## config.mk

```make
export PLATFORM = sky130hd
export DESIGN_NAME = hex_ascii_tx_formatter_flat
export DESIGN_NICKNAME = d
export VERILOG_FILES = /design/src/rtl/hex_ascii_tx_formatter_pkg.sv /design/src/rtl/hex_ascii_tx_formatter_if.sv /design/src/rtl/hex_ascii_tx_formatter_nibble_to_ascii.sv /design/src/rtl/hex_ascii_tx_formatter.sv /design/src/flat_wrapper.sv
export SDC_FILE = /design/constraint.sdc
export NUM_CORES = 1
export LEC_CHECK = 0
export CORE_UTILIZATION = 50
export DETAILED_ROUTE_END_ITERATION = 8
export GPL_TIMING_DRIVEN = 1
export MAX_ROUTING_LAYER = met4
export PLACE_DENSITY = 0.74
export SLEW_MARGIN = 10
export SYNTH_ARGS = -nofsm -noshare
export SYNTH_HDL_FRONTEND = slang
export SYNTH_SLANG_ARGS = --single-unit
export TNS_END_PERCENT = 50
```

## constraint.sdc

```tcl
create_clock -name CLK -period 6.3 [get_ports CLK]
set_input_delay 0.63 -clock CLK [delete_from_list [all_inputs] [get_ports CLK]]
set_output_delay 0.63 -clock CLK [all_outputs]
set_load 0.02 [all_outputs]
```

## src/rtl/hex_ascii_tx_formatter_pkg.sv

```systemverilog
// Shared constants and state encoding for the hex ASCII transmit formatter
// and its nibble-to-character helper.
package hex_ascii_tx_formatter_pkg;

    localparam logic [7:0] ASCII_0  = 8'h30;
    localparam logic [7:0] ASCII_UA = 8'h41;
    localparam logic [7:0] ASCII_LA = 8'h61;
    localparam logic [7:0] ASCII_CR = 8'h0D;
    localparam logic [7:0] ASCII_LF = 8'h0A;

    typedef enum logic [1:0] {
        IDLE = 2'd0,
        HEX  = 2'd1,
        CR   = 2'd2,
        LF   = 2'd3
    } state_t;

endpackage

```

## src/rtl/hex_ascii_tx_formatter_if.sv

```systemverilog
// Word-in / character-out valid-ready bundle; the formatter is the slave side.
interface hex_ascii_tx_formatter_if #(
    parameter int WORD_WIDTH = 16
);
    logic                  iVALID;
    logic                  iREADY;
    logic [WORD_WIDTH-1:0] iDATA;
    logic                  oVALID;
    logic                  oREADY;
    logic [7:0]            oDATA;
    logic                  oLAST;
    logic                  oBUSY;

    modport master (
        output iVALID, iDATA, oREADY,
        input  iREADY, oVALID, oDATA, oLAST, oBUSY
    );

    modport slave (
        input  iVALID, iDATA, oREADY,
        output iREADY, oVALID, oDATA, oLAST, oBUSY
    );
endinterface

```

## src/rtl/hex_ascii_tx_formatter_nibble_to_ascii.sv

```systemverilog
// Combinational 4-bit value to ASCII hex digit; the inverse of the receive-side
// hex decoder and shared by the debug formatters.
module nibble_to_ascii
    import hex_ascii_tx_formatter_pkg::*;
#(
    parameter bit UPPERCASE = 1'b1
) (
    input  logic [3:0] nibble,
    output logic [7:0] ascii
);
    localparam logic [7:0] ALPHA_BASE = UPPERCASE ? ASCII_UA : ASCII_LA;

    always_comb begin
        if (nibble < 4'd10) ascii = ASCII_0 + {4'h0, nibble};
        else                ascii = ALPHA_BASE + {4'h0, nibble} - 8'd10;
    end
endmodule

```

## src/rtl/hex_ascii_tx_formatter.sv

```systemverilog
// Streams a binary word as ASCII hex characters, most significant nibble first,
// optionally followed by CR/LF. Every output is driven straight from a flop.
module hex_ascii_tx_formatter
    import hex_ascii_tx_formatter_pkg::*;
#(
    parameter int WORD_WIDTH = 16,
    parameter bit ADD_CRLF   = 1'b1,
    parameter bit UPPERCASE  = 1'b1
) (
    input  logic                            CLK,
    input  logic                            RST_N,
    hex_ascii_tx_formatter_if.slave         bus
);
    localparam int NIB = WORD_WIDTH / 4;
    localparam int CW  = $clog2(NIB) + 1;

    if ((WORD_WIDTH % 4) != 0 || WORD_WIDTH < 4) begin : g_width_check
        $error("hex_ascii_tx_formatter: WORD_WIDTH must be a multiple of 4 and >= 4");
    end

    state_t                state_q, state_d;
    logic [WORD_WIDTH-1:0] word_q, word_d;
    logic [CW-1:0]         cnt_q, cnt_d;
    logic                  ready_q, valid_q, last_q, busy_q;
    logic [7:0]            data_q;
    logic [7:0]            data_d;
    logic                  last_d;
    logic [3:0]            nib_d;
    logic [7:0]            hex_char;

    // NOTE: every variable written in an always_comb gets a default on entry,
    // so no path leaves it unassigned and no latch is inferred.
    always_comb begin
        state_d = state_q;
        word_d  = word_q;
        cnt_d   = cnt_q;
        case (state_q)
            IDLE: if (bus.iVALID && ready_q) begin
                word_d  = bus.iDATA;
                cnt_d   = CW'(NIB - 1);
                state_d = HEX;
            end
            HEX: if (valid_q && bus.oREADY) begin
                if (cnt_q != '0) cnt_d   = cnt_q - CW'(1);
                else             state_d = ADD_CRLF ? CR : IDLE;
            end
            CR:      if (bus.oREADY) state_d = LF;
            LF:      if (bus.oREADY) state_d = IDLE;
            default: state_d = IDLE;
        endcase
    end

    // Outputs are computed from the next state so they can be registered
    // and still appear the cycle right after the input handshake.
    assign nib_d = 4'(word_d >> (4 * cnt_d));

    nibble_to_ascii #(
        .UPPERCASE (UPPERCASE)
    ) u_nibble_to_ascii (
        .nibble (nib_d),
        .ascii  (hex_char)
    );

    always_comb begin
        data_d = 8'h00;
        last_d = 1'b0;
        case (state_d)
            HEX: begin
                data_d = hex_char;
                last_d = !ADD_CRLF && (cnt_d == '0);
            end
            CR:  data_d = ASCII_CR;
            LF: begin
                data_d = ASCII_LF;
                last_d = 1'b1;
            end
            default: ;
        endcase
    end

    // NOTE: state flops use non-blocking assignments so every flop samples
    // the pre-edge values regardless of statement order.
    always_ff @(posedge CLK or negedge RST_N) begin
        if (!RST_N) begin
            state_q <= IDLE;
            word_q  <= '0;
            cnt_q   <= '0;
            ready_q <= 1'b0;
            valid_q <= 1'b0;
            data_q  <= 8'h00;
            last_q  <= 1'b0;
            busy_q  <= 1'b0;
        end else begin
            state_q <= state_d;
            word_q  <= word_d;
            cnt_q   <= cnt_d;
            ready_q <= (state_d == IDLE);
            valid_q <= (state_d != IDLE);
            data_q  <= data_d;
            last_q  <= last_d;
            busy_q  <= (state_d != IDLE);
        end
    end

    assign bus.iREADY = ready_q;
    assign bus.oVALID = valid_q;
    assign bus.oDATA  = data_q;
    assign bus.oLAST  = last_q;
    assign bus.oBUSY  = busy_q;
endmodule

```

## src/flat_wrapper.sv

```systemverilog
// flat-port wrapper written by rule: the top's interface ports become plain ports
module hex_ascii_tx_formatter_flat import hex_ascii_tx_formatter_pkg::*;
#(
    parameter int WORD_WIDTH = 16,
    parameter bit ADD_CRLF   = 1'b1,
    parameter bit UPPERCASE  = 1'b1
)
  (CLK, RST_N, bus_iVALID, bus_iDATA, bus_oREADY, bus_iREADY, bus_oVALID, bus_oDATA, bus_oLAST, bus_oBUSY);
  hex_ascii_tx_formatter_if #(.WORD_WIDTH(WORD_WIDTH)) bus_i ();
  input  logic CLK;
  input  logic RST_N;
  input wire logic [$bits(bus_i.iVALID)-1:0] bus_iVALID;
  input wire logic [$bits(bus_i.iDATA)-1:0] bus_iDATA;
  input wire logic [$bits(bus_i.oREADY)-1:0] bus_oREADY;
  output wire logic [$bits(bus_i.iREADY)-1:0] bus_iREADY;
  output wire logic [$bits(bus_i.oVALID)-1:0] bus_oVALID;
  output wire logic [$bits(bus_i.oDATA)-1:0] bus_oDATA;
  output wire logic [$bits(bus_i.oLAST)-1:0] bus_oLAST;
  output wire logic [$bits(bus_i.oBUSY)-1:0] bus_oBUSY;
  assign bus_i.iVALID = bus_iVALID;
  assign bus_i.iDATA = bus_iDATA;
  assign bus_i.oREADY = bus_oREADY;
  assign bus_iREADY = bus_i.iREADY;
  assign bus_oVALID = bus_i.oVALID;
  assign bus_oDATA = bus_i.oDATA;
  assign bus_oLAST = bus_i.oLAST;
  assign bus_oBUSY = bus_i.oBUSY;
  hex_ascii_tx_formatter #(.WORD_WIDTH(WORD_WIDTH), .ADD_CRLF(ADD_CRLF), .UPPERCASE(UPPERCASE)) u_core (.CLK(CLK), .RST_N(RST_N), .bus(bus_i));
endmodule
```

# Word-level counts from Yosys, hierarchy flattened
# Index checks and enable logic that the tools add are counted.
# Widths: inputs -> output; s select.
[totals]
output_inout_bits = 12
inputBits = 20
reg_bits = 32
romBits = 0
latch_bits = 0
wordCells = 40
n_memories = 0
ram_bits = 0
[classes]
n_reduce_logical = 6
eq_ne = 6
order_cmp = 1
shifts = 1
bitwise = 0
addsub = 4
div = 0
n_mul = 0
n_mux = 15
[ops]
columns = ["cell", "count"]
rows = [
  ["$mux 16", 2],
  ["$pmux 8 s3", 1],
  ["$shr 16x5->4", 1],
  ["$mux 2", 5],
  ["$mux 3", 3],
  ["$add 7x4->8 const A", 1],
  ["$eq 2x2->1 const B", 4],
  ["$mux 8", 1],
  ["$pmux 2 s4", 1],
  ["$sub 8x4->8 const B", 1],
  ["$add 6x4->7 const A", 1],
  ["$pmux 3 s2", 1],
  ["$eq 2x1->1 const B", 2],
  ["$logic_not 2->1", 2],
  ["$lt 4x4->1 const B", 1],
  ["$reduce_bool 3->1", 1],
  ["$sub 3x1->3 const B", 1],
  ["$logic_and 1x1->1", 2],
  ["$reduce_bool 2->1", 1],
  ["$mux 1", 1],
]

# Depth between registers and ports, before layout
# Gate-level depths: netlist (run 1).
[logic_depth]
word_depth = 9
ltp_mapped = 14
depth_no_buf = 13

# Cells and area by module
# A second synthesis (run 1) with hierarchy kept.
[unflattened]
cells_unflattened = 152
hier_area_um2 = 1672.9
[by_module_without_submodules]
columns = ["mod", "seq_area_each_um2", "n_inst", "area_each_um2", "cells_per_inst"]
rows = [
  ["hex_ascii_tx_formatter", 800.8, 1, 1567.8, 136],
  ["nibble_to_ascii", 0.0, 1, 105.1, 16],
]

# Worst setup path before layout (run 1)
# No wires, ideal clock.
[synth_path]
path_type = "input port to flip-flop"
startpoint = "input port bus_oREADY"
endpoint = "register u_core.data_q[2], in the netlist u_core.bus.oDATA[2]"
required_ns = 6.177
arrival_ns = 2.605
setup_ns = 0.123
path_slack_ns = 3.572
path_stages = 12
path_cell_list = "and4b_1 > buf_6 > and3_1 > nor2_4 > mux2_2 > mux2_2 > nand2_1 > ha_1 > inv_1 > a21oi_1 > mux2i_1 > o21ai_1"
[synth_between]
elab_chain_cells = 8
[synth_lines]
columns = ["item", "line_no", "source"]
rows = [
  ["from (decl)", "flat_wrapper.sv:14", "input wire logic [$bits(bus_i.oREADY)-1:0] bus_oREADY;"],
  ["$logic_and 1x1->1 (*)", "hex_ascii_tx_formatter.sv:43", "HEX: if (valid_q && bus.oREADY) begin"],
  ["$mux 3 (*)", "hex_ascii_tx_formatter.sv:43", ""],
  ["$pmux 3 s2 (*)", "hex_ascii_tx_formatter.sv:37", "case (state_q)"],
  ["net u_core.cnt_d[1]", "hex_ascii_tx_formatter.sv:23", "logic [CW-1:0] cnt_q, cnt_d;"],
  ["$shr 16x5->4 (*)", "hex_ascii_tx_formatter.sv:55", "assign nib_d = 4'(word_d >> (4 * cnt_d));"],
  ["$add 7x4->8", "hex_ascii_tx_formatter_nibble_to_ascii.sv:15", "else ascii = ALPHA_BASE + {4'h0, nibble} - 8'd10;"],
  ["$sub 8x4->8", "hex_ascii_tx_formatter_nibble_to_ascii.sv:15", ""],
  ["$mux 8 (*)", "hex_ascii_tx_formatter_nibble_to_ascii.sv:14", "if (nibble < 4'd10) ascii = ASCII_0 + {4'h0, nibble};"],
  ["$pmux 8 s3 (*)", "hex_ascii_tx_formatter.sv:67", "case (state_d)"],
  ["net u_core.data_d[2]", "hex_ascii_tx_formatter.sv:26", "logic [7:0] data_d;"],
  ["to (signal assigned)", "hex_ascii_tx_formatter.sv:99", "data_q <= data_d;"],
  ["to (decl)", "hex_ascii_tx_formatter.sv:25", "logic [7:0] data_q;"],
]
# Mark *: on every way through the listed nets, which the timed path passes. The rest lies on a longest branch.

# Worst setup path after layout (run 1)
# Ends and elaborated chain as after synthesis.

==> reports/qor.yml, run 1 <==
cells_and_area:
  syn2layout_area_growth_pct: 22.8
  fin_area_um2: 2060
  diodes: 0
  layout_common_cells: "dfrtp_1 (31), clkdlybuf4s50_1 (30), mux2_2 (17), nand2_1 (12), inv_1 (10)"
  final_nets: 199
  drive_gt1_share_pct: 24.3
  stdcell_count: 221
  fill_cells: 249
  multi_input_area_um2: 813
  seq_area_um2: 776
  final_common_cell: "dfrtp_1"
  fin_util_pct: 65.9
floorplan:
  rows: 20
  dieHeight_um: 60.0
  ios: 32
  die_w_um: 60.0
  initial_utilization_pct: 53.7
  design.core.area_um2: 3130
  die-area_um2: 3590
clock_tree:
  clk_latency_ns: 0.35
  post-cts-setup-buffers: 0
  tritoncts: "yes"
  cts.clk_slew.worst_paths_ns: 0.08
  hold_buffers: 0
  h-tree-depth: 2
  cts_resized: 0
  clock_path_buffers: 2
  cts.sinks: 31
  cts_made_buffers: 5
  cts_root_buf: "clkbuf_4"
detailed_routing:
  drc: 0
  route.met3.wl_um: 119
  drt-met1-wl_um: 1430
  routed.top_layer: "met4"
  firstDrtPassIters: 4
  drt-initial-drc-count: 34
  wl_um: 3110
  wl_met2_um: 1490
  num_vias: 1162
  drtAntennaViolNets: 0
  via_per_inst: 5.26
  routedWlPerCell_um: 14.1
global_routing:
  grt-ovfl-total: 0
  grt_pass1_vias: 1183
  antenna_found_initial: 0
  grtUsageTotal_pct: 21.7
  grt_pass1_wl_um: 5330
  grt_start_max_net_pins: 32
power:
  vdd_drop_max_uv: 276
  power_density_nw_per_um2: 580
  p_leak_nw: 0.921
  total_power_mw: 1.20
setup_path:
  arrival_ns: 3.37
  path_delay_family: "multiplexers"
  cpMostUsedCell: "mux2_2"
  path_buf_inv: 2
  cpPeakStageDelay_ns: 0.55
  required_ns: 6.52
  cp_slowest_cell: "clkdlybuf4s50_1"
  critPathCaptureType: "flop"
  path_class: "in -> reg"
  cp_max_fo: 9
  worstPathCellList: "clkdlybuf4s50_1 > and4b_1 > a211oi_4 > nor2_4 > mux2_2 > mux2_2 > nand2_1 > ha_1 > inv_1 > a21oi_1 > mux2i_1 > o21ai_1"
  crit_path_start_kind: "input port"
yosys:
  avgSynthCellArea_um2: 11.7
  synth_seq_cells: 31
  synth_cell_type_count: 46
  syn_area_um2: 1680
  synth_area_leader_cell: "dfrtp_1"
  synth.area.top_cells: "dfrtp_1 (46%), mux2_2 (11%), mux2i_1 (3.0%)"
  synth_top_area_share_pct: 46.2
  seq_area_frac_synth_pct: 46.2
  synth_fp_nets: 167
  yosys_warnings: 0
  synthCells: 144
sta:
  fmax_mhz: 318
  slew_viol_final: 0
  fin_crit_sh_pct: 50.0
  relSlewSlack_pct: 62.1
  hold_violations: 0
  setup_viol: 0
  rsz0062_at_grt: "no"
  worst_clock_skew_ns: 0.0189
  setup-tns-final_ns: 0
  period_needed_ns: 3.15
  tightest_slew_ns: 0.567
placed_design:
  io_buffer_count: 30
  gp_congestion: 0.760
  dpl.cell_count: 213
  dp_hpwl_um: 2290
  placed_area_um2: 1990
outcome:
  status: "finished clean"
worst_hold_path:
  hold_path.class: "reg -> reg"
flow_run:
  cap_violations: 0
## synth_stat cells (all sizes together)
library cell / number
o22ai: 4
o2111ai: 1
nand2: 13
o211ai: 2
o41ai: 1
and2: 3
o221ai: 1
nor2: 5
a22oi: 2
inv: 11
o221a: 1
conb: 1
a21oi: 5
o31a: 1
nand3: 3
a211oi: 4
and3: 2
and3b: 1
and4bb: 1
and4b: 1
dfrtp: 31
nor3: 2
o21a: 5
xor2: 1
nor4: 1
nand2b: 2
clkbuf: 1
mux2: 20
mux2i: 5
ha: 3
o21ai: 2
nor2b: 1
a211o: 2
buf: 5
## through the flow
| stage | worst slack (ns) | hold WS [ns] |
|---|---|---|
| floorplan | 3.57 | 0.334 |
| global placement | 2.93 | 0.479 |
| detailed placement | 2.82 | 0.488 |
| CTS | 3.19 | 0.509 |
| global route | 3.03 | 0.533 |
| finish | 3.15 | 0.506 |
## cells by family after synthesis
logic type,synth area share (%)
flip-flops,46.2
AO/OA/AOI/OAI,16.3
buffers and inverters,5.36
AND/OR/NAND/NOR,12.1
adder cells (fa/ha/maj),2.24
XOR/XNOR,0.522
multiplexers,17.1
other,0.223
## path summary, 6_finish.rpt
path | start | end | slack [ns] | cells after the start
worst max-delay path | bus_oREADY | u_core.bus.oDATA[2] | 3.15 | 12
worst min-delay path | u_core.word_q[4] | u_core.word_q[4] | 0.51 | 1
worst max register to register | u_core.cnt_q[0] | u_core.bus.oDATA[2] | 3.28 | 13
worst min register to register | u_core.word_q[4] | u_core.word_q[4] | 0.51 | 1
max in group asynchronous | RST_N | u_core.word_q[13] | 5.33 | 2
min in group asynchronous | RST_N | u_core.word_q[3] | 0.66 | 2
## layer usage
layer,global-route usage (%),vias up
li1,-,574
met1,25.2,559
met2,33.7,23
met3,7.14,6
met4,11.0,0
met5,-,-
## state kept, by name (all words and copies together) (netlist names)
register and count:
u_core.word_q 16, u_core.bus.oDATA 7, u_core.state_q 2, u_core.bus.oLAST 1, u_core.bus.oVALID 1, u_core.cnt_q 3, u_core.bus.iREADY 1
## worst reg2reg max path, delay by kind of cell, from the launching register on
family,cells,cell delay (ns)
buf+inv,2,0.16
flops,1,0.44
mux,3,0.87
fa+ha+maj,2,0.34
simple gates,4,0.85
compound gates,2,0.23
## where the power goes
part / internal, mW / switching, mW
combinational: 0.339 / 0.387
sequential: 0.292 / 0.0457
clock: 0.0656 / 0.0659
## cell type report
class | instances | area share (%)
flip-flops and latches | 31 | 37.6
well taps | 44 | 2.67
multi-input cells | 96 | 39.4
clock buffers | 8 | 3.34
inverters | 11 | 2.00
repair buffers | 31 | 14.9
Power figures use the tool's default switching activity.
==> run 2: changes to the inputs <==
==> constraint.sdc (replaced) <==
create_clock -name CLK -period 2.9 [get_ports CLK]
set_input_delay 0.29 -clock CLK [delete_from_list [all_inputs] [get_ports CLK]]
set_output_delay 0.29 -clock CLK [all_outputs]
set_load 0.02 [all_outputs]
==> reports/qor.yml, run 2 (synthesized netlist as in run 1, its figures left out) <==
outcome:
  status: "finished clean"
detailed_routing:
  drc: 0  # unchanged
  num_vias: 1239  # +6.6%
  drtAntennaViolNets: 0  # unchanged
  wl_um: 3330  # +7.0%
  drt-initial-drc-count: 48  # +41%
  via_per_inst: 5.34  # +1.6%
  routedWlPerCell_um: 14.3  # +2.0%
  firstDrtPassIters: 5  # +1
placed_design:
  gp_congestion: 0.728  # -4.2%
  placed_area_um2: 2070  # +3.8%
  io_buffer_count: 30  # unchanged
  dp_hpwl_um: 2500  # +9.0%
setup_path:
  required_ns: 3.12  # -3.40 ns
  r2r_end: "u_core.bus.oDATA[2]"
  arrival_ns: 2.98  # -0.39 ns
  cp_max_fo: 4  # -5
  critPathCaptureType: "flop"
  cpPeakStageDelay_ns: 0.44  # -0.11 ns
  r2r_setup_slack_ns: 0.14  # -3.14 ns
  cp_slowest_cell: "dfrtp_1"
  crit_path_start_kind: "flop"
  rr_startpoint: "u_core.cnt_q[1]"
  rr_worst_depth: 13  # unchanged
  path_class: "reg -> reg"
  worstPathCellList: "inv_1 > ha_1 > nand2b_1 > and3_1 > nor2_4 > mux2_2 > mux2_2 > nand2_1 > ha_1 > inv_1 > a21oi_1 > mux2i_1 > o21ai_1"
sta:
  worst_clock_skew_ns: 0.00842  # -0.0104 ns
  fin_crit_sh_pct: 95.1
  hold_violations: 0  # unchanged
  period_needed_ns: 2.76
  slew_viol_final: 0  # unchanged
  rsz0062_at_grt: "no"
  setup_viol: 0  # unchanged
  fmax_mhz: 363
power:
  p_leak_nw: 0.974  # +5.8%
  vdd_drop_max_uv: 569  # +110%
  total_power_mw: 2.70  # +130%
  power_density_nw_per_um2: 1260  # +120%
floorplan:
  initial_utilization_pct: 53.7  # unchanged
  die-area_um2: 3590  # unchanged
  ios: 32  # unchanged
  rows: 20  # unchanged
  design.core.area_um2: 3130  # unchanged
  dieHeight_um: 60.0  # unchanged
  die_w_um: 60.0  # unchanged
global_routing:
  grt_start_max_net_pins: 32  # unchanged
  antenna_found_initial: 0  # unchanged
  grt_pass1_vias: 1326  # +12%
  grt_pass1_wl_um: 5730  # +7.5%
  grt-ovfl-total: 0  # unchanged
  grtUsageTotal_pct: 23.0  # +1.3 points
cells_and_area:
  diodes: 0  # unchanged
  largest_reg_flops: 16  # unchanged
  multi_input_area_um2: 813  # unchanged
  fill_cells: 253  # +1.6%
  final_nets: 210  # +5.5%
  fin_area_um2: 2140  # +4.0%
  syn2layout_area_growth_pct: 27.7
  regMostFlops: "u_core.word_q"
  layout_common_cells: "dfrtp_1 (31), clkdlybuf4s50_1 (30), mux2_2 (17), nand2_1 (12), buf_4 (12)"
  drive_gt1_share_pct: 28.7  # +4.4 points
  final_common_cell: "dfrtp_1"
  seq_area_um2: 776  # unchanged
clock_tree:
  hold_buffers: 0  # unchanged
  cts.sinks: 31  # unchanged
  cts_root_buf: "clkbuf_4"
  h-tree-depth: 2  # unchanged
  cts_made_buffers: 5  # unchanged
  cts.clk_slew.worst_paths_ns: 0.10  # +0.02 ns
  clock_path_buffers: 2  # unchanged
  clk_latency_ns: 0.34  # about the same
  tritoncts: "yes"
  cts_resized: 0  # unchanged
worst_hold_path:
  hold_path.class: "in -> async"
flow_run:
  cap_violations: 0  # unchanged
run 2: cell types whose count changed in the layout (fill, tap and decap cells not counted), sizes merged:
| cell | change |
|---|---|
| buf | +11 |
run 2: area by class of cell:
cell class	count	area share, %
inverter	11	1.93
sequential	31	36.2
multi-input combinational	96	37.9
tap	44	2.57
timing repair buffer	42	18.2
clock buffer	8	3.21
run 2: what timing repair did:
item	CTS	global route
endpoints found under the hold margin	0	0
setup endpoints to repair	0	2
setup buffers	0	1
run 2: report_power, final:
part	internal, mW	switching (mW)	total (mW)
sequential	0.634	0.100	0.734
clock	0.143	0.148	0.291
combinational	0.819	0.860	1.68
run 2: worst max-delay path by stage:
stage / slack (ns) / startpoint / cells after the start / end
3_3_place_gp: 0.05 / bus_iVALID / 11 / u_core.bus.oDATA[2]
6_report: 0.14 / u_core.cnt_q[1] / 13 / u_core.bus.oDATA[2]
3_5_place_dp: -0.03 / bus_iVALID / 13 / u_core.bus.oDATA[2]
2_1_floorplan: 0.18 / u_core.cnt_q[0] / 14 / u_core.bus.oDATA[2]
4_1_cts: 0.09 / u_core.cnt_q[1] / 13 / u_core.bus.oDATA[2]
5_1_grt: 0.007 / u_core.cnt_q[1] / 13 / u_core.bus.oDATA[2]
run 2: critical path, delay by kind of cell, from the launching register on:
kind	cells	cell delay, ns
flops	1	0.44
mux	3	0.85
simple gates	4	0.61
buf+inv	2	0.16
compound gates	2	0.26
fa+ha+maj	2	0.33
run 2: metrics by stage:
| stage | setup slack, ns | hold WS (ns) | util (%) | TNS [ns] | instances |
|---|---|---|---|---|---|
| 6_report | 0.143 | 0.331 | 68.6 | 0 | 232 |
| 5_1_grt | 0.00733 | 0.365 | 68.6 | 0 | 232 |
| 4_1_cts | 0.0895 | 0.344 | 68.3 | 0 | 231 |
| 3_5_place_dp | -0.0264 | 0.484 | 66.1 | -0.0264 | 223 |
| 3_3_place_gp | 0.0492 | 0.480 | 66.1 | 0 | 223 |
| 2_1_floorplan | 0.177 | -0.00559 | - | 0 | 144 |
run 2: per-layer routing:
metal / GRT usage, % / part of all wire (%) / wire (um) / vias to the layer above
li1: - / - / - / 597
met1: 25.7 / 44 / 1460 / 612
met2: 38.9 / 51 / 1690 / 26
met3: 7.14 / 3.8 / 126 / 4
met4: 7.64 / 1.3 / 42 / 0
met5: - / 0 / 0 / -
==> run 3: changes to the inputs <==
--- a/config.mk
+++ b/config.mk
@@ -9,7 +9,7 @@
 export DETAILED_ROUTE_END_ITERATION = 8
 export GPL_TIMING_DRIVEN = 1
 export MAX_ROUTING_LAYER = met4
-export PLACE_DENSITY = 0.74
+export PLACE_DENSITY = 0.81
 export SLEW_MARGIN = 10
 export SYNTH_ARGS = -nofsm -noshare
 export SYNTH_HDL_FRONTEND = slang
==> reports/qor.yml, run 3 (synthesized netlist as in run 1, its figures left out) <==
power:
  p_int_mw: 1.60  # +0.52%
  power_density_nw_per_um2: 1260  # +0.24%
  vdd_drop_max_uv: 686  # +21%
  p_sw_mw: 1.15  # +3.5%
  seqPwrFrac_pct: 27.0  # about the same
  p_sw_share_pct: 41.7  # +0.72 points
  clock_power_share_pct: 9.3  # -1.5 points
  p_leak_nw: 0.988  # +1.4%
  comb_power_share_pct: 63.6  # +1.5 points
global_routing:
  grt-ovfl-total: 0  # unchanged
  antenna_found_initial: 0  # unchanged
  grt_start_max_net_pins: 32  # unchanged
  grt_pass1_wl_um: 5640  # -1.6%
  grt_pass1_vias: 1299  # -2.0%
  grtUsageTotal_pct: 22.4  # -0.64 points
placed_design:
  io_buffer_count: 30  # unchanged
  dpl.cell_count: 224  # +0.45%
  dp_hpwl_um: 2580  # +3.4%
  gp_congestion: 0.844  # +16%
  dp_slack_ns: -0.0324  # -0.00602 ns
cells_and_area:
  drive_gt1_share_pct: 31.4  # +2.7 points
  syn2layout_area_growth_pct: 29.7
  fin_util_pct: 69.6  # +1.0 points
  final_nets: 214  # +1.9%
  largest_reg_flops: 16  # unchanged
  layout_common_cells: "dfrtp_1 (31), clkdlybuf4s50_1 (30), mux2_2 (17), buf_4 (15), nand2_1 (12)"
  multi_input_area_um2: 836  # +2.8%
  stdcell_count: 235  # +1.3%
  diodes: 0  # unchanged
  regMostFlops: "u_core.word_q"
  fill_cells: 236  # -6.7%
  seq_area_um2: 776  # unchanged
  final_common_cell: "dfrtp_1"
setup_path:
  critPathCaptureType: "flop"
  cp_max_fo: 7  # +3
  cpPeakStageDelay_ns: 0.48  # +0.04 ns
  path_buf_inv: 1  # -1
  path_class: "reg -> reg"
  worstPathCellList: "and4bb_4 > mux2_2 > mux2_2 > mux2_2 > nand2_1 > ha_1 > inv_1 > a21oi_1 > mux2i_1 > o21ai_1"
  path_delay_family: "multiplexers"
  cpMostUsedCell: "mux2_2"
  required_ns: 3.13  # about the same
  cp_slowest_cell: "dfrtp_1"
  crit_path_start_kind: "flop"
  arrival_ns: 2.94  # -0.04 ns
detailed_routing:
  drt-met1-wl_um: 1580  # +7.9%
  via_per_inst: 5.53  # +3.6%
  route.met3.wl_um: 192  # +52%
  firstDrtPassIters: 4  # -1
  drt-initial-drc-count: 56  # +17%
  drc: 0  # unchanged
  num_vias: 1300  # +4.9%
  wl_um: 3650  # +9.8%
  routed.top_layer: "met4"
  wl_met2_um: 1840  # +8.4%
  routedWlPerCell_um: 15.5  # +8.4%
  drtAntennaViolNets: 0  # unchanged
clock_tree:
  clk_latency_ns: 0.34  # about the same
  cts_root_buf: "clkbuf_4"
  h-tree-depth: 2  # unchanged
  cts.clk_slew.worst_paths_ns: 0.09  # about the same
  tritoncts: "yes"
  cts_made_buffers: 5  # unchanged
  cts.sinks: 31  # unchanged
  clock_path_buffers: 2  # unchanged
sta:
  period_needed_ns: 2.71  # -0.0439 ns
  rsz0062_at_grt: "no"
  hold_ws_ns: 0.331  # -0.000495 ns
  finalWorstSetupSlack_ns: 0.186  # +0.0439 ns
  setup_viol: 0  # unchanged
  fmax_mhz: 369  # +1.6%
  slew_viol_final: 0  # unchanged
  hold_violations: 0  # unchanged
  worst_clock_skew_ns: 0.00782  # -0.000596 ns
  fin_crit_sh_pct: 93.6  # -1.5 points
  setup-tns-final_ns: 0  # unchanged
floorplan:
  die-area_um2: 3590  # unchanged
  design.core.area_um2: 3130  # unchanged
  ios: 32  # unchanged
  dieHeight_um: 60.0  # unchanged
  initial_utilization_pct: 53.7  # unchanged
  rows: 20  # unchanged
  die_w_um: 60.0  # unchanged
worst_hold_path:
  hold_path.class: "in -> async"
flow_run:
  cap_violations: 0  # unchanged
outcome:
  status: "finished clean"
run 3: metrics by stage:
stage               area [um^2]  power, mW
finish                     2180       2.75
global route               2180       2.95
CTS                        2130       2.70
detailed placement         2080       2.43
global placement           2080       2.36
floorplan                  1680       1.96
run 3: power groups by stage:
stage          sequential, mW  clock [mW]  combinational, mW
6_report                0.744       0.257               1.75
5_1_grt                 0.764       0.284               1.90
4_1_cts                 0.735       0.266               1.70
3_5_place_dp            0.743           0               1.69
3_3_place_gp            0.732           0               1.62
2_1_floorplan           0.784           0               1.17
run 3: worst paths after layout:
| check | start | endpoint | slack, ns | cells after the start |
|---|---|---|---|---|
| hold reg to reg | u_core.word_q[0] | u_core.word_q[0] | 0.50 | 1 |
| setup / recovery | u_core.state_q[0] | u_core.bus.oDATA[2] | 0.19 | 10 |
| setup reg to reg | u_core.state_q[0] | u_core.bus.oDATA[2] | 0.19 | 10 |
| hold / removal | RST_N | u_core.word_q[3] | 0.33 | 2 |
| max in group asynchronous | RST_N | u_core.word_q[0] | 2.27 | 2 |
| min in group CLK | u_core.word_q[0] | u_core.word_q[0] | 0.50 | 1 |
run 3: what timing repair did:
action | 4_1_cts | 5_1_grt
gates resized for setup | 0 | 2
buffers inserted | 0 | 3
setup endpoints to repair | 0 | 2
hold buffers | 0 | 0
run 3: layout make-up:
type                            count  area share (%)
Clock buffer                        6            2.36
Timing Repair Buffer               45            19.0
Clock inverter                      1           0.230
Sequential cell                    31            35.6
Tap cell                           44            2.53
Inverter                           11            1.90
Multi-Input combinational cell     97            38.4
run 3: metal layers:
metal / up-vias / track usage (%)
met5: - / -
met4: 0 / 11.6
met3: 7 / 7.58
met2: 36 / 36.0
met1: 651 / 24.4
li1: 606 / -
